`src/rtl/pr_alloc_ctrl_pkg.sv`:
```
// Shared definitions for the physical-register allocation controller:
// FSM state encoding, stall-cause codes and a 3-bit popcount helper.
package sys_defs;

    typedef enum logic [0:0] {
        RUN     = 1'b0,
        RECOVER = 1'b1
    } alloc_state_e;

    localparam logic [1:0] STALL_NONE = 2'b00;
    localparam logic [1:0] STALL_FL   = 2'b01;
    localparam logic [1:0] STALL_ROB  = 2'b10;
    localparam logic [1:0] STALL_RS   = 2'b11;

    // Number of set bits in a 3-bit mask (freelist FreeRegValid -> free count).
    function automatic logic [1:0] popcount3(input logic [2:0] mask);
        popcount3 = {1'b0, mask[2]} + {1'b0, mask[1]} + {1'b0, mask[0]};
    endfunction

endpackage

```
`src/rtl/pr_alloc_ctrl_if.sv`:
```
// Dispatch-side allocation bundle: requests and resource status in,
// grants, freelist pop mask, recovery/stall status and counters out.
interface pr_alloc_if #(
    parameter int unsigned CNT_W = 32
);
    import sys_defs::*;

    logic [2:0]       req_valid;
    logic [2:0]       req_has_dest;
    logic [2:0]       fl_valid;
    logic [1:0]       rob_space;
    logic [1:0]       rs_space;
    logic             stall_in;
    logic             bp_recover_en;
    logic [2:0]       dispatch_en;
    logic [2:0]       fl_dispatch_en;
    logic             recover_busy;
    logic [1:0]       stall_cause;
    logic [CNT_W-1:0] fl_stall_cnt;
    logic [CNT_W-1:0] struct_stall_cnt;

    modport master (
        output req_valid, req_has_dest, fl_valid, rob_space, rs_space,
               stall_in, bp_recover_en,
        input  dispatch_en, fl_dispatch_en, recover_busy, stall_cause,
               fl_stall_cnt, struct_stall_cnt
    );

    modport slave (
        input  req_valid, req_has_dest, fl_valid, rob_space, rs_space,
               stall_in, bp_recover_en,
        output dispatch_en, fl_dispatch_en, recover_busy, stall_cause,
               fl_stall_cnt, struct_stall_cnt
    );
endinterface

```
`src/rtl/pr_alloc_ctrl_grant.sv`:
```
// In-order grant logic for the 3 dispatch slots (bit 2 oldest). A slot is
// granted only if every older requesting slot was granted and the freelist,
// ROB and RS can all absorb it; the first refusal blocks all younger slots
// and its reason (freelist > ROB > RS) becomes the stall cause.
module pr_alloc_grant
    import sys_defs::*;
(
    input  logic       i_enable,
    input  logic [2:0] i_req_valid,
    input  logic [2:0] i_req_has_dest,
    input  logic [2:0] i_fl_valid,
    input  logic [1:0] i_rob_space,
    input  logic [1:0] i_rs_space,
    output logic [2:0] o_grant,
    output logic [1:0] o_stall_cause
);

    logic [2:0] w_free;
    logic [2:0] w_dests;
    logic [2:0] w_n;
    logic       w_blocked;

    // Walk slots oldest to youngest, accumulating granted dests and slots.
    always_comb begin
        o_grant       = 3'b000;
        o_stall_cause = STALL_NONE;
        w_blocked     = 1'b0;
        w_dests       = 3'd0;
        w_n           = 3'd0;
        w_free        = {1'b0, popcount3(i_fl_valid)};
        for (int k = 2; k >= 0; k--) begin
            if (i_enable && i_req_valid[k[1:0]] && !w_blocked) begin
                if ((w_dests + {2'b00, i_req_has_dest[k[1:0]]}) > w_free) begin
                    w_blocked     = 1'b1;
                    o_stall_cause = STALL_FL;
                end else if ((w_n + 3'd1) > {1'b0, i_rob_space}) begin
                    w_blocked     = 1'b1;
                    o_stall_cause = STALL_ROB;
                end else if ((w_n + 3'd1) > {1'b0, i_rs_space}) begin
                    w_blocked     = 1'b1;
                    o_stall_cause = STALL_RS;
                end else begin
                    o_grant[k[1:0]] = 1'b1;
                    w_dests         = w_dests + {2'b00, i_req_has_dest[k[1:0]]};
                    w_n             = w_n + 3'd1;
                end
            end else begin
                w_blocked = w_blocked;
            end
        end
    end

endmodule

```
`src/rtl/pr_alloc_ctrl.sv`:
```
// Dispatch allocation controller: recovery FSM (RUN/RECOVER) that blocks
// grants during and shortly after branch recovery, the combinational grant
// path, and saturating stall counters for performance analysis.
module pr_alloc_ctrl
    import sys_defs::*;
#(
    parameter int unsigned WAYS        = 3,
    parameter int unsigned RECOVER_LAT = 2,
    parameter int unsigned CNT_W       = 32
) (
    input  logic      clock,
    input  logic      reset,
    pr_alloc_if.slave bus
);

    localparam int unsigned REC_W = (RECOVER_LAT < 2) ? 1 : $clog2(RECOVER_LAT + 1);
    localparam logic [REC_W-1:0] REC_LOAD = REC_W'(RECOVER_LAT);

    alloc_state_e     r_state;
    alloc_state_e     w_state_nxt;
    logic [REC_W-1:0] r_rec_cnt;
    logic [REC_W-1:0] w_rec_cnt_nxt;
    logic [WAYS-1:0]  w_grant;
    logic [1:0]       w_stall_cause;
    logic             w_enable;
    logic [CNT_W-1:0] r_fl_stall_cnt;
    logic [CNT_W-1:0] r_struct_stall_cnt;

    // Grants are only allowed out of reset, in RUN, with no backpressure and
    // no recovery this cycle (the freelist ignores pops while recovering).
    assign w_enable = reset && (r_state == RUN) && !bus.stall_in && !bus.bp_recover_en;

    pr_alloc_grant u_grant (
        .i_enable       (w_enable),
        .i_req_valid    (bus.req_valid),
        .i_req_has_dest (bus.req_has_dest),
        .i_fl_valid     (bus.fl_valid),
        .i_rob_space    (bus.rob_space),
        .i_rs_space     (bus.rs_space),
        .o_grant        (w_grant),
        .o_stall_cause  (w_stall_cause)
    );

    assign bus.dispatch_en      = w_grant;
    assign bus.fl_dispatch_en   = w_grant & bus.req_has_dest;
    assign bus.stall_cause      = w_stall_cause;
    assign bus.recover_busy     = reset && ((r_state == RECOVER) || bus.bp_recover_en);
    assign bus.fl_stall_cnt     = r_fl_stall_cnt;
    assign bus.struct_stall_cnt = r_struct_stall_cnt;

    // FSM state and recovery countdown registers.
    always_ff @(posedge clock or negedge reset) begin
        if (!reset) begin
            r_state   <= RUN;
            r_rec_cnt <= {REC_W{1'b0}};
        end else begin
            r_state   <= w_state_nxt;
            r_rec_cnt <= w_rec_cnt_nxt;
        end
    end

    // Next-state logic: recovery (re)loads the countdown; RECOVER exits to RUN
    // as the countdown goes from 1 to 0.
    always_comb begin
        w_state_nxt   = r_state;
        w_rec_cnt_nxt = r_rec_cnt;
        case (r_state)
            RUN: begin
                if (bus.bp_recover_en && (RECOVER_LAT != 0)) begin
                    w_state_nxt   = RECOVER;
                    w_rec_cnt_nxt = REC_LOAD;
                end else begin
                    w_state_nxt   = RUN;
                    w_rec_cnt_nxt = {REC_W{1'b0}};
                end
            end
            RECOVER: begin
                if (bus.bp_recover_en) begin
                    w_state_nxt   = RECOVER;
                    w_rec_cnt_nxt = REC_LOAD;
                end else if (r_rec_cnt <= REC_W'(1)) begin
                    w_state_nxt   = RUN;
                    w_rec_cnt_nxt = {REC_W{1'b0}};
                end else begin
                    w_state_nxt   = RECOVER;
                    w_rec_cnt_nxt = r_rec_cnt - REC_W'(1);
                end
            end
            default: begin
                w_state_nxt   = RUN;
                w_rec_cnt_nxt = {REC_W{1'b0}};
            end
        endcase
    end

    // Saturating stall counters, one step per stalled cycle by cause.
    always_ff @(posedge clock or negedge reset) begin
        if (!reset) begin
            r_fl_stall_cnt     <= {CNT_W{1'b0}};
            r_struct_stall_cnt <= {CNT_W{1'b0}};
        end else begin
            if ((w_stall_cause == STALL_FL) && (r_fl_stall_cnt != {CNT_W{1'b1}})) begin
                r_fl_stall_cnt <= r_fl_stall_cnt + CNT_W'(1);
            end else begin
                r_fl_stall_cnt <= r_fl_stall_cnt;
            end
            if (((w_stall_cause == STALL_ROB) || (w_stall_cause == STALL_RS)) &&
                (r_struct_stall_cnt != {CNT_W{1'b1}})) begin
                r_struct_stall_cnt <= r_struct_stall_cnt + CNT_W'(1);
            end else begin
                r_struct_stall_cnt <= r_struct_stall_cnt;
            end
        end
    end

endmodule
```
`src/flat_wrapper.sv`:
```
// flat-port wrapper written by rule: the top's interface ports become plain ports
module pr_alloc_ctrl_flat import sys_defs::*;
#(
    parameter int unsigned WAYS        = 3,
    parameter int unsigned RECOVER_LAT = 2,
    parameter int unsigned CNT_W       = 32
)
  (clock, reset, bus_req_valid, bus_req_has_dest, bus_fl_valid, bus_rob_space, bus_rs_space, bus_stall_in, bus_bp_recover_en, bus_dispatch_en, bus_fl_dispatch_en, bus_recover_busy, bus_stall_cause, bus_fl_stall_cnt, bus_struct_stall_cnt);
  pr_alloc_if #(.CNT_W(CNT_W)) bus_i ();
  input  logic clock;
  input  logic reset;
  input wire logic [$bits(bus_i.req_valid)-1:0] bus_req_valid;
  input wire logic [$bits(bus_i.req_has_dest)-1:0] bus_req_has_dest;
  input wire logic [$bits(bus_i.fl_valid)-1:0] bus_fl_valid;
  input wire logic [$bits(bus_i.rob_space)-1:0] bus_rob_space;
  input wire logic [$bits(bus_i.rs_space)-1:0] bus_rs_space;
  input wire logic [$bits(bus_i.stall_in)-1:0] bus_stall_in;
  input wire logic [$bits(bus_i.bp_recover_en)-1:0] bus_bp_recover_en;
  output wire logic [$bits(bus_i.dispatch_en)-1:0] bus_dispatch_en;
  output wire logic [$bits(bus_i.fl_dispatch_en)-1:0] bus_fl_dispatch_en;
  output wire logic [$bits(bus_i.recover_busy)-1:0] bus_recover_busy;
  output wire logic [$bits(bus_i.stall_cause)-1:0] bus_stall_cause;
  output wire logic [$bits(bus_i.fl_stall_cnt)-1:0] bus_fl_stall_cnt;
  output wire logic [$bits(bus_i.struct_stall_cnt)-1:0] bus_struct_stall_cnt;
  assign bus_i.req_valid = bus_req_valid;
  assign bus_i.req_has_dest = bus_req_has_dest;
  assign bus_i.fl_valid = bus_fl_valid;
  assign bus_i.rob_space = bus_rob_space;
  assign bus_i.rs_space = bus_rs_space;
  assign bus_i.stall_in = bus_stall_in;
  assign bus_i.bp_recover_en = bus_bp_recover_en;
  assign bus_dispatch_en = bus_i.dispatch_en;
  assign bus_fl_dispatch_en = bus_i.fl_dispatch_en;
  assign bus_recover_busy = bus_i.recover_busy;
  assign bus_stall_cause = bus_i.stall_cause;
  assign bus_fl_stall_cnt = bus_i.fl_stall_cnt;
  assign bus_struct_stall_cnt = bus_i.struct_stall_cnt;
  pr_alloc_ctrl #(.WAYS(WAYS), .RECOVER_LAT(RECOVER_LAT), .CNT_W(CNT_W)) u_core (.clock(clock), .reset(reset), .bus(bus_i));
endmodule
```
`config.mk`:
```
export PLATFORM = sky130hd
export DESIGN_NAME = pr_alloc_ctrl_flat
export DESIGN_NICKNAME = d
export VERILOG_FILES = /design/src/rtl/pr_alloc_ctrl_pkg.sv /design/src/rtl/pr_alloc_ctrl_if.sv /design/src/rtl/pr_alloc_ctrl_grant.sv /design/src/rtl/pr_alloc_ctrl.sv /design/src/flat_wrapper.sv
export SDC_FILE = /design/constraint.sdc
export NUM_CORES = 1
export LEC_CHECK = 0
export CORE_MARGIN = 2
export CORE_UTILIZATION = 46
export CTS_CLUSTER_SIZE = 8
export DETAILED_ROUTE_END_ITERATION = 12
export PLACE_DENSITY = 0.77
export RECOVER_POWER = 50
export SKIP_CTS_REPAIR_TIMING = 1
export SYNTH_ARGS = -nofsm -noshare
export SYNTH_HDL_FRONTEND = slang
export SYNTH_HIERARCHICAL = 1
export SYNTH_SLANG_ARGS = --single-unit
```
`constraint.sdc`:
```
create_clock -name clock -period 6.81 [get_ports clock]
set_clock_uncertainty 0.2 [all_clocks]
set_input_delay 1.362 -clock clock [delete_from_list [all_inputs] [get_ports clock]]
set_output_delay 1.362 -clock clock [all_outputs]
set_load 0.02 [all_outputs]
```
==> results of run 1 <==
## registers in the layout, summed over array words and instances, names as in the netlist
signal / flops
u_core/bus.fl_stall_cnt: 32
u_core/bus.struct_stall_cnt: 32
u_core/r_rec_cnt: 2
u_core/r_state: 1
## worst register-to-register path: stages (launching register included)
cell	delay (ps)
dfrtp_1	420
nor4b_4	310
nand2_2	120
nor4_4	290
ha_4	260
inv_2	70
ha_4	190
nand2_1	100
o21ai_4	90
and3_4	190
nand2_2	70
mux2_4	320
fa_1	550
nor3b_4	210
o21ai_2	90
a21bo_2	230
nand3_1	100
a32oi_2	210
buf_4	230
nand2_1	130
nor4_4	310
nand2_2	200
nor4b_2	340
xor2_1	160
## layout by cell type, fill, tap and decap left out, types with 4 or more instances in the layout
cell type | synthesis | routed
a21oi_1 | 6 | 5
and2_1 | 6 | 5
and3_1 | 7 | 7
and4_1 | 4 | 4
buf_4 | 0 | 40
clkbuf_8 | 0 | 10
clkdlybuf4s50_1 | 0 | 50
dfrtp_1 | 67 | 67
dlygate4sd3_1 | 0 | 31
ha_1 | 17 | 12
ha_4 | 0 | 5
inv_1 | 19 | 17
nand2_1 | 32 | 29
nand2_2 | 1 | 4
nand3_1 | 24 | 23
nand4_1 | 19 | 19
nor2_1 | 30 | 30
nor2b_1 | 5 | 4
nor3_1 | 21 | 18
nor4_1 | 15 | 12
or2_2 | 5 | 5
xnor2_1 | 22 | 22
xor2_1 | 34 | 34
## synthesized netlist by cell type (3+ instances only)
cell / count / area, um^2
or2_2: 5 / 31.3
nor4_1: 15 / 93.8
xnor2_1: 22 / 193
dfrtp_1: 67 / 1680
nand3_1: 24 / 120
nor3b_1: 3 / 22.5
a21oi_1: 6 / 30.0
and3_1: 7 / 43.8
inv_1: 19 / 71.3
buf_2: 3 / 15.0
nand4_1: 19 / 119
nand2_1: 32 / 120
xor2_1: 34 / 298
nor2_1: 30 / 113
and4_1: 4 / 35.0
and2_1: 6 / 37.5
nor3_1: 21 / 105
o211ai_1: 3 / 22.5
or4_1: 3 / 22.5
ha_1: 17 / 213
nor2b_1: 5 / 31.3
fa_1: 4 / 80.1
nor4b_1: 4 / 35.0
mux2_2: 3 / 33.8
o21ai_0: 3 / 15.0
## how the worst max path moves through the flow
stage,from,to,depth (start not counted)
finish,bus_fl_valid[0],bus_fl_dispatch_en[0],22
global route,bus_fl_valid[0],bus_stall_cause[1],20
CTS,bus_fl_valid[1],bus_stall_cause[1],20
detailed placement,bus_fl_valid[1],bus_stall_cause[1],20
global placement,bus_fl_valid[1],bus_stall_cause[1],20
floorplan,bus_fl_valid[2],bus_stall_cause[0],19
## stage by stage
| stage | cell area [um^2] | setup WS [ps] | hold slack, ps | std cells | util [%] |
|---|---|---|---|---|---|
| after floorplan | 4140 | -153 | 210 | 401 | - |
| after global placement | 5400 | -926 | 218 | 626 | 65.0 |
| after detailed placement | 5400 | -1120 | 234 | 626 | 65.0 |
| after CTS | 5620 | -1130 | 243 | 642 | 67.8 |
| after global routing | 5720 | -388 | 273 | 645 | 69.0 |
| final | 5720 | -225 | 243 | 645 | 69.0 |
## power by group
| part | leakage (uW) | internal (uW) | switching, uW |
|---|---|---|---|
| Combinational | 0.00167 | 73.8 | 76.5 |
| Clock | 0.000108 | 216 | 155 |
| Sequential | 0.000884 | 411 | 17.7 |
## metal layers
layer	vias up	share of wire (%)	GRT usage (%)
li1	1702	-	-
met1	1708	45	26.6
met2	72	51	36.1
met3	10	3.7	4.99
met4	0	1.1	5.63
met5	-	0	0
## logic make-up after synthesis
family / count (synthesis)
simple gates: 191
flops: 67
xor+xnor: 56
compound gates: 33
buf+inv: 25
fa+ha+maj: 21
mux: 8
## cell type report
cell class / instances / share of cell area, %
Timing Repair Buffer: 129 / 20.5
Sequential cell: 67 / 29.3
Inverter: 19 / 1.29
Clock inverter: 6 / 1.55
Clock buffer: 10 / 2.40
Tap cell: 105 / 2.30
Multi-Input combinational cell: 309 / 42.6
==> impl_metrics.ini, run 1 <==
[logic_synthesis]
synth_area_mm2 = 0.00398
ys_types = 57
synth_adder_area_share_pct = 7.35
synth_seq_cells = 67
synthMuxAreaShare_pct = 2.29
synth.yosys.seq_area_share_pct = 42.1
async_reset_ff_share_pct = 100
syn_nets = 439
yosys_warnings = 6
synth_compound_area_share_pct = 6.44
synthXorXnorAreaFrac_pct = 12.3
avgSynthCellArea_um2 = 9.93
synth_top_family_by_area = simple AND/OR/NAND/NOR gates
synth_flop_cell = dfrtp_1
synthCells = 401
post_synth_and_or_nand_nor_area_fraction_pct = 26.8
synth_edf_count = 0

[finish]
drive_gt1_share_pct = 21.3
register_area_mm2 = 0.00168
antennaDiodeCount = 0
fill_cells = 628
area_growth_pct = 43.7
multi_input_area_mm2 = 0.00244
fin_nets = 573

[sta]
hold_viol = 0
fin_setup_tns_ps = -756
rsz0062_at_grt = yes
drv_slew = 0
worst_slack_ps = -225
fmax_ghz = 0.142
finalSetupViolCount = 4
tightest_slew_ps = 852
worst_slew_margin_rel_pct = 43.2
fin_crit_sh_pct = 103
post-route-min-period_ps = 7030

[worst_setup_path]
startpoint_type = primary input
cpPeakStageDelay_ps = 590
critPathArrivalTime_ps = 5470
crit_type = in -> out
rr_endpoint = u_core/bus.struct_stall_cnt[19]
endpoint_kind = output port
crit_family = adder cells
rrSetupSlack_ps = 1370
r2r-start = u_core/r_state
ff2ff_path_depth = 23
cp_max_fo = 3
crit_buf_inv = 5
crit_top_cell = ha_4
worstPathRequired_ps = 5250
worstPathCellList = buf_6, fa_2, ha_4, nor3_4, nor4_4, ha_4, inv_2, ha_4, nand2_1, o21ai_4, nand3_2, nor2_4, mux2_4, ha_4, inv_4, fa_1, o31a_1, a21oi_2, buf_4, nor3_4, and2_4, buf_6
cpMaxStageDelayCell = fa_2

[detailed_routing]
totalWireLength_um = 9830
dr.pass1.iters = 4
routed_via_density = 5.41
detail-route-antenna-nets = 0
wl_per_cell_um = 15.2
drc = 0
drtIter0Drc = 174
via_count = 3492

[die]
fp-row-count = 33
ios = 90
die-width_um = 97.0
dieArea_mm2 = 0.00941
start_util_pct = 48.0
core_area_mm2 = 0.00830
die_h_um = 97.0

[global_routing]
antenna_found_initial = 0
grt_pass1_wl_um = 16400
grt_pass1_vias = 3407
grt_max_degree = 69
grt_overflow = 0
track_usage_pct = 21.0

[clock_network]
clock_sinks = 67
root_buffer = clkbuf_8
max-clock-path-buffers = 2
clock_latency_ps = 340
cts_tree = yes
numCtsBuffers = 9
clk_pin_slew_ps = 70
htreeDepth = 3

[job]
cap_violations = 0

[pwr]
finalPower_uw = 951
ir_worst_vdd_mv = 0.121
powerDensity_mw_per_mm2 = 166
p_leak_uw = 0.00266

[status]
status = finished, violations left
failed_checks = negative setup slack

[hold_path]
min_from = u_core/r_rec_cnt[0]
min_path_type = reg -> reg
min_path_cells = 1
worst_hold_path.endpoint = u_core/r_rec_cnt[0]

[placement]
io_buffer_count = 89
gp_congestion = 0.861
dpl.hpwl_um = 7390
Power figures use the tool's default switching activity.
==> inputs of run 2 (changes only) <==
- CTS_CLUSTER_SIZE: 8 -> 10
==> results of run 2 <==
The final DEF is identical to that of run 1; final timing and power are the same.
==> inputs of run 3 (changes only) <==
- clock period: 6.81 -> 6.2 ns (I/O delays scaled with it)
==> impl_metrics.ini, run 3 (same netlist as run 1, synthesis figures left out) <==
[die]
fp-row-count = 33
start_util_pct = 48.0
die-width_um = 97.0
die_h_um = 97.0
dieArea_mm2 = 0.00941
core_area_mm2 = 0.00830
ios = 90

[detailed_routing]
wl_per_cell_um = 15.9
detail-route-antenna-nets = 0
drtIter0Drc = 142
routed_via_density = 5.47
drc = 0
totalWireLength_um = 10500
dr.pass1.iters = 4
via_count = 3632

[finish]
multi_input_area_mm2 = 0.00265
register_area_mm2 = 0.00168
fin_nets = 591
drive_gt1_share_pct = 29.9
fill_cells = 616
final_cell_mix = dfrtp_1 (67), clkdlybuf4s50_1 (63), buf_4 (55), xor2_1 (34), nor2_1 (29)
area_growth_pct = 51.9
final_cells = 664
fin_area_mm2 = 0.00605
final_common_cell = dfrtp_1

[sta]
finalSetupViolCount = 8
hold_viol = 0
fmax_ghz = 0.149
post-route-min-period_ps = 6720
worst_slew_margin_rel_pct = 44.4
rsz0062_at_grt = yes
fin_crit_sh_pct = 108
drv_slew = 0
tightest_slew_ps = 834
worst_slack_ps = -521

[pwr]
p_leak_uw = 0.00271
finalPower_uw = 1020
powerDensity_mw_per_mm2 = 169
ir_worst_vdd_mv = 0.123

[clock_network]
clock_sinks = 67
clock_latency_ps = 340
clk_pin_slew_ps = 70
htreeDepth = 3
root_buffer = clkbuf_8
max-clock-path-buffers = 2
cts_tree = yes
numCtsBuffers = 9

[worst_setup_path]
crit_type = in -> out
cp_max_fo = 3
worstPathRequired_ps = 4760
endpoint_kind = output port
crit_start = bus_fl_valid[0]
r2r-start = u_core/r_state
critPathArrivalTime_ps = 5280
startpoint_type = primary input

[placement]
gp_congestion = 0.878
dpl.hpwl_um = 7700
placedCellCount = 634
io_buffer_count = 89
placed_area_mm2 = 0.00558

[global_routing]
grt_pass1_vias = 3564
grt_pass1_wl_um = 17100
track_usage_pct = 22.0
grt_max_degree = 69
antenna_found_initial = 1
grt_overflow = 0

[hold_path]
min_path_type = reg -> reg
min_from = u_core/r_rec_cnt[0]

[job]
cap_violations = 0

[status]
status = finished, violations left
failed_checks = negative setup slack
run 3: cell type report:
class / count / area share, %
Clock buffer: 11 / 2.34
Clock inverter: 5 / 0.993
Antenna cell: 1 / 0.0414
Timing Repair Buffer: 146 / 21.7
Inverter: 19 / 1.22
Multi-Input combinational cell: 310 / 43.8
Sequential cell: 67 / 27.7
Tap cell: 105 / 2.17
run 3: metal layers:
layer,share of wire (%),up-vias,track usage [%]
met3,5.3,12,5.27
met2,48,107,35.1
met4,1.3,0,6.39
li1,-,1748,-
met5,0,-,0
met1,45,1765,30.1
run 3: power by group:
group | internal, uW | switching, uW | leakage (uW) | total (uW)
combinational | 92.0 | 86.7 | 0.00172 | 179
clock | 198 | 171 | 0.0000999 | 369
sequential | 452 | 20.0 | 0.000884 | 472
total | 742 | 277 | 0.00271 | 1020
run 3: worst paths after layout:
kind / to / slack, ps / depth (start not counted)
worst max-delay path: bus_fl_dispatch_en[0] / -520 / 20
worst min-delay path: u_core/r_rec_cnt[0] / 260 / 1
worst max register to register: u_core/bus.struct_stall_cnt[19] / 790 / 25
worst min register to register: u_core/r_rec_cnt[0] / 260 / 1
max in group asynchronous: u_core/bus.fl_stall_cnt[1] / 4140 / 2
min in group asynchronous: u_core/bus.struct_stall_cnt[7] / 1110 / 2
run 3: per-stage QoR:
step                      hold slack [ps]  worst slack, ps  TNS (ps)  utilization (%)
after floorplan                       210             -519    -10190                -
after global placement                217            -1380    -35740             67.2
after detailed placement              257            -1460    -43240             67.2
after CTS                             265            -1480    -22040             69.6
after global routing                  280             -694     -7850             72.8
final                                 263             -521     -2170             72.9
run 3: worst max-delay path: stages:
cell and delay, ps:
buf_6 90, fa_2 590, ha_4 210, nor3_4 230, nor4_4 70, ha_4 290, inv_4 30, ha_4 260
nand2_4 50, o21ai_4 60, and3_4 210, nand2_2 60, mux2_4 310, fa_1 470, nor3b_4 180, o21ai_2 170
a21bo_2 270, nor3_4 200, and2_4 170, buf_6 100
